### src/rtl/mult_div.sv
// mult_div: multi-cycle HI/LO multiply/divide unit.
//   MULT/MULTU finish in MUL_CYCLES cycles, DIV/DIVU run a 32-step restoring
//   divider on operand magnitudes with a final sign fix-up.
// Ports:
//   clk, rst         clock, asynchronous active-high reset
//   start, op[1:0]   launch (00 MULT, 01 MULTU, 10 DIV, 11 DIVU), IDLE only
//   A, B [31:0]      multiplicand/dividend, multiplier/divisor
//   hi_we, lo_we     MTHI/MTLO strobes with wdata[31:0], IDLE and no start only
//   busy             high while an operation runs
//   done             one-cycle pulse after HI/LO were written by an operation
//   hi, lo [31:0]    HI/LO registers
module mult_div #(
  parameter int MUL_CYCLES = 5
) (
  input  logic        clk,
  input  logic        rst,
  input  logic        start,
  input  logic [1:0]  op,
  input  logic [31:0] A,
  input  logic [31:0] B,
  input  logic        hi_we,
  input  logic        lo_we,
  input  logic [31:0] wdata,
  output logic        busy,
  output logic        done,
  output logic [31:0] hi,
  output logic [31:0] lo
);

  typedef enum logic [1:0] {S_IDLE, S_MUL, S_DIV} state_t;

  localparam logic [5:0] MUL_LAST = 6'(MUL_CYCLES - 1);
  localparam logic [5:0] DIV_LAST = 6'd31;

  function automatic logic [31:0] neg_if(input logic [31:0] v, input logic n);
    return n ? (~v + 32'd1) : v;
  endfunction

  // Control state
  state_t      state_q, state_d;
  logic [5:0]  cnt_q, cnt_d;
  logic        busy_q, busy_d;
  logic        done_q, done_d;
  logic [31:0] hi_q, hi_d;
  logic [31:0] lo_q, lo_d;

  // Operand / divider datapath state (not reset; only read while busy)
  logic [31:0] a_q, a_d;
  logic [31:0] b_q, b_d;
  logic        sgn_q, sgn_d;
  logic [31:0] rem_q, rem_d;
  logic [31:0] quo_q, quo_d;
  logic [31:0] dvs_q, dvs_d;
  logic        qneg_q, qneg_d;
  logic        rneg_q, rneg_d;
  logic        dvz_q, dvz_d;

  logic               accept;
  logic signed [63:0] mul_a_s, mul_b_s, prod_s;
  logic [32:0]        shl, sub;
  logic               ge;
  logic [31:0]        rem_n, quo_n, div_hi, div_lo;

  assign accept = (state_q == S_IDLE) && start;

  // Datapath: 64x64 signed product of extended operands gives the exact low
  // 64 bits for both signed and unsigned forms.
  always_comb begin
    mul_a_s = {{32{a_q[31] & sgn_q}}, a_q};
    mul_b_s = {{32{b_q[31] & sgn_q}}, b_q};
    prod_s  = mul_a_s * mul_b_s;

    // Restoring step: partial remainder is always < divisor, so bit 32 of
    // the difference is a clean borrow flag.
    shl   = {rem_q, quo_q[31]};
    sub   = shl - {1'b0, dvs_q};
    ge    = ~sub[32];
    rem_n = ge ? sub[31:0] : shl[31:0];
    quo_n = {quo_q[30:0], ge};

    div_lo = dvz_q ? 32'hFFFF_FFFF : neg_if(quo_n, qneg_q);
    div_hi = dvz_q ? a_q           : neg_if(rem_n, rneg_q);
  end

  always_comb begin
    a_d    = a_q;
    b_d    = b_q;
    sgn_d  = sgn_q;
    rem_d  = rem_q;
    quo_d  = quo_q;
    dvs_d  = dvs_q;
    qneg_d = qneg_q;
    rneg_d = rneg_q;
    dvz_d  = dvz_q;
    if (accept) begin
      a_d    = A;
      b_d    = B;
      sgn_d  = ~op[0];
      rem_d  = 32'd0;
      quo_d  = neg_if(A, ~op[0] & A[31]);
      dvs_d  = neg_if(B, ~op[0] & B[31]);
      qneg_d = ~op[0] & (A[31] ^ B[31]);
      rneg_d = ~op[0] & A[31];
      dvz_d  = (B == 32'd0);
    end else if (state_q == S_DIV) begin
      rem_d = rem_n;
      quo_d = quo_n;
    end
  end

  always_comb begin
    state_d = state_q;
    cnt_d   = cnt_q;
    busy_d  = busy_q;
    done_d  = 1'b0;
    hi_d    = hi_q;
    lo_d    = lo_q;
    case (state_q)
      S_IDLE: begin
        if (start) begin
          state_d = op[1] ? S_DIV : S_MUL;
          cnt_d   = 6'd0;
          busy_d  = 1'b1;
        end else begin
          if (hi_we) hi_d = wdata;
          if (lo_we) lo_d = wdata;
        end
      end
      S_MUL: begin
        cnt_d = cnt_q + 6'd1;
        if (cnt_q == MUL_LAST) begin
          hi_d    = prod_s[63:32];
          lo_d    = prod_s[31:0];
          done_d  = 1'b1;
          busy_d  = 1'b0;
          cnt_d   = 6'd0;
          state_d = S_IDLE;
        end
      end
      S_DIV: begin
        cnt_d = cnt_q + 6'd1;
        if (cnt_q == DIV_LAST) begin
          hi_d    = div_hi;
          lo_d    = div_lo;
          done_d  = 1'b1;
          busy_d  = 1'b0;
          cnt_d   = 6'd0;
          state_d = S_IDLE;
        end
      end
      default: begin
        state_d = S_IDLE;
        busy_d  = 1'b0;
        cnt_d   = 6'd0;
      end
    endcase
  end

  always_ff @(posedge clk or posedge rst) begin
    if (rst) begin
      state_q <= S_IDLE;
      cnt_q   <= 6'd0;
      busy_q  <= 1'b0;
      done_q  <= 1'b0;
      hi_q    <= 32'd0;
      lo_q    <= 32'd0;
    end else begin
      state_q <= state_d;
      cnt_q   <= cnt_d;
      busy_q  <= busy_d;
      done_q  <= done_d;
      hi_q    <= hi_d;
      lo_q    <= lo_d;
    end
  end

  always_ff @(posedge clk) begin
    a_q    <= a_d;
    b_q    <= b_d;
    sgn_q  <= sgn_d;
    rem_q  <= rem_d;
    quo_q  <= quo_d;
    dvs_q  <= dvs_d;
    qneg_q <= qneg_d;
    rneg_q <= rneg_d;
    dvz_q  <= dvz_d;
  end

  assign busy = busy_q;
  assign done = done_q;
  assign hi   = hi_q;
  assign lo   = lo_q;

endmodule

### config.mk
export PLATFORM = sky130hd
export DESIGN_NAME = mult_div
export DESIGN_NICKNAME = d
export VERILOG_FILES = /design/src/rtl/mult_div.sv
export SDC_FILE = /design/constraint.sdc
export NUM_CORES = 2
export LEC_CHECK = 0
export CAP_MARGIN = 30
export CELL_PAD_IN_SITES_DETAIL_PLACEMENT = 2
export CELL_PAD_IN_SITES_GLOBAL_PLACEMENT = 2
export CORE_MARGIN = 3
export CORE_UTILIZATION = 30
export CTS_CLUSTER_DIAMETER = 120
export DETAILED_ROUTE_END_ITERATION = 7
export PLACE_DENSITY_LB_ADDON = 0.1
export SLEW_MARGIN = 20
export SYNTH_ARGS = -nofsm -noshare
export SYNTH_HDL_FRONTEND = slang
export SYNTH_SLANG_ARGS = --single-unit
### constraint.sdc
create_clock -name clk -period 14.2 [get_ports clk]
set_clock_uncertainty 0.15 [all_clocks]
set_input_delay 2.84 -clock clk [delete_from_list [all_inputs] [get_ports clk]]
set_output_delay 2.84 -clock clk [all_outputs]
set_load 0.03 [all_outputs]
==> impl_metrics.json <==
{
  "place_congestion": 0.8447,
  "rsz0062_at_grt": "no",
  "fmax_mhz": 102.3,
  "grt_pass1_vias": 46680,
  "drive_gt1_frac": 0.03607,
  "drv_cap": 0,
  "start_util": 0.3038,
  "setup_viol": 0,
  "vias_per_cell": 4.966,
  "ys_async_sr_fraction": 0.3122,
  "required_ns": 14.51,
  "clockBufferDepth": 3,
  "grt_first_pass_wirelength_um": 312700,
  "syn-num-nets": 7390,
  "rows": 153,
  "critPathKind": "register to register",
  "area_growth_syn_to_layout_pct": 9.597,
  "crit_fanout": 21,
  "synth_enable_flop_cells": 131,
  "utilization": 0.3330,
  "cp_slowest_cell": "edfxtp_1",
  "ys.warnings.count": 0,
  "drc": 0,
  "clkSlewWorstSetupHoldPaths_ns": 0.07,
  "cp_top_family": "adder cells",
  "hold_ws_ns": 0.3325,
  "dieArea_um2": 182500,
  "status": "completed",
  "endpoint_kind": "register",
  "critPathArrivalTime_ns": 10.08,
  "path_depth": 27,
  "first_iter_violations": 1563,
  "post-route-period-util": 0.6882,
  "synth_cells": 5907,
  "root_buffer": "clkbuf_16",
  "io-pin-count": 169,
  "hp-class": "register to register",
  "r2r_cells": 27,
  "critical_path.max_stage_delay_ns": 0.91,
  "finalMaxSlewViolations": 0,
  "io_buffer_count": 168,
  "antenna_found_initial": 6,
  "ys.flop_type": "edfxtp_1",
  "seq_area_frac_synth": 0.1208,
  "synth_area_um2": 53220,
  "ant_nets": 0,
  "clkLatencyLatePin_ns": 0.64,
  "firstDrtPassIters": 5,
  "fp.dieH_um": 427.2,
  "grt_usage": 0.2296,
  "postCtsSetupRepairBufs": 0,
  "cts_tree": "built",
  "setup_tns_ns": 0,
  "worstPathBufferInverterCount": 7,
  "cts_buffers": 30,
  "final_common_cell": "inv_1",
  "htreeDepth": 1,
  "cts_hold_buf": 0,
  "start_kind": "register",
  "coreArea_um2": 175200,
  "overflow": 0,
  "tightest_slew_ns": 0.9574,
  "hold_violations": 0,
  "max_slew_margin": 0.3618,
  "yosys_register_bits": 237,
  "dpl.hpwl_um": 170100,
  "cts_sinks": 237,
  "postSynthAreaPerCell_um2": 9.009,
  "cts_resized": 0,
  "nets": 7366,
  "holdPathStages": 2,
  "wl_per_cell_um": 25.02,
  "via_count": 40900,
  "ys_types": 103,
  "layout.cells.most_common_list": "inv_1 (1201), fa_1 (1126), nand2_1 (905)",
  "grt_max_degree": 64,
  "finalCriticalPeriod_ns": 9.772,
  "post-route-cell-area_um2": 58320,
  "crit_top_cell": "fa_1",
  "dpl-instance-area_um2": 57320,
  "die_w_um": 427.2,
  "drt_wl_total_um": 206000
}
[worst min-delay path: stages, from the launching register on]
cell and delay [ns]:
dfrtp_1 0.35, nand2_1 0.05, o31ai_1 0.05
[routing by layer]
metal	vias up	part of all wire	track usage
li1	18120	-	-
met1	22260	0.45	0.3074
met2	381	0.51	0.4109
met3	137	0.013	0.006855
met4	0	0.026	0.05247
met5	-	0	0
[final timing paths]
check / startpoint / to / slack [ns]
max in group asynchronous: rst / hi[27] / 10.24
setup reg to reg: sgn_q / hi[27] / 4.43
hold / removal: lo[26] / lo[26] / 0.33
min in group asynchronous: rst / done / 2.39
setup / recovery: sgn_q / hi[27] / 4.43
hold reg to reg: lo[26] / lo[26] / 0.33
[cell families (layout without fill, tap and decap cells)]
group	Yosys count	in the layout	share of synthesized area
AO/OA/AOI/OAI	765	765	0.09278
XOR/XNOR	186	186	0.03061
adder cells (fa/ha/maj)	1380	1380	0.4833
buffers and inverters	1522	1520	0.1079
flip-flops	237	237	0.1208
multiplexers	44	44	0.008723
other	0	5	0
AND/OR/NAND/NOR	1773	1773	0.1559
[sequential cells by signal, indices dropped and copies added (netlist names)]
| name | cells |
|---|---|
| dvz_q | 1 |
| state_q | 2 |
| hi | 32 |
| qneg_q | 1 |
| rem_q | 32 |
| b_q | 32 |
| quo_q | 32 |
| lo | 32 |
| dvs_q | 31 |
| cnt_q | 6 |
| a_q | 32 |
| rneg_q | 1 |
| busy | 1 |
| done | 1 |
| sgn_q | 1 |
[cell usage after synthesis (38+ instances only)]
cell type	n	area share
a211oi_1	45	0.0063
a21o_1	60	0.0085
a21oi_1	188	0.018
a31oi_1	40	0.0047
and2_1	354	0.042
clkbuf_1	303	0.021
dfrtp_1	74	0.035
edfxtp_1	131	0.074
fa_1	1126	0.42
ha_1	254	0.060
inv_1	1202	0.085
nand2_1	906	0.064
nand3_1	54	0.0051
nor2_1	212	0.015
nor3_1	38	0.0036
o21ai_0	200	0.019
o31ai_1	45	0.0063
xnor2_1	124	0.020
xor2_1	62	0.010
[cell type report]
class                      count  area (um^2)
tap                         2325         2909
clock inverter                19        178.9
sequential                   237         6426
fill                       19560       116800
timing repair buffer         261         2407
antenna                        5        12.51
multi-input combinational   4148        41090
inverter                    1205         4527
clock buffer                  35        769.5
[per-stage QoR]
step                instances  setup WS (ns)
floorplan                5907          6.176
global placement         8174          4.588
detailed placement       8174          4.390
CTS                      8228          4.355
global route             8230          3.772
finish                   8235          4.428
Power is not shown: default switching activity piles up to over one toggle a cycle in this logic, so the estimate is an artifact.
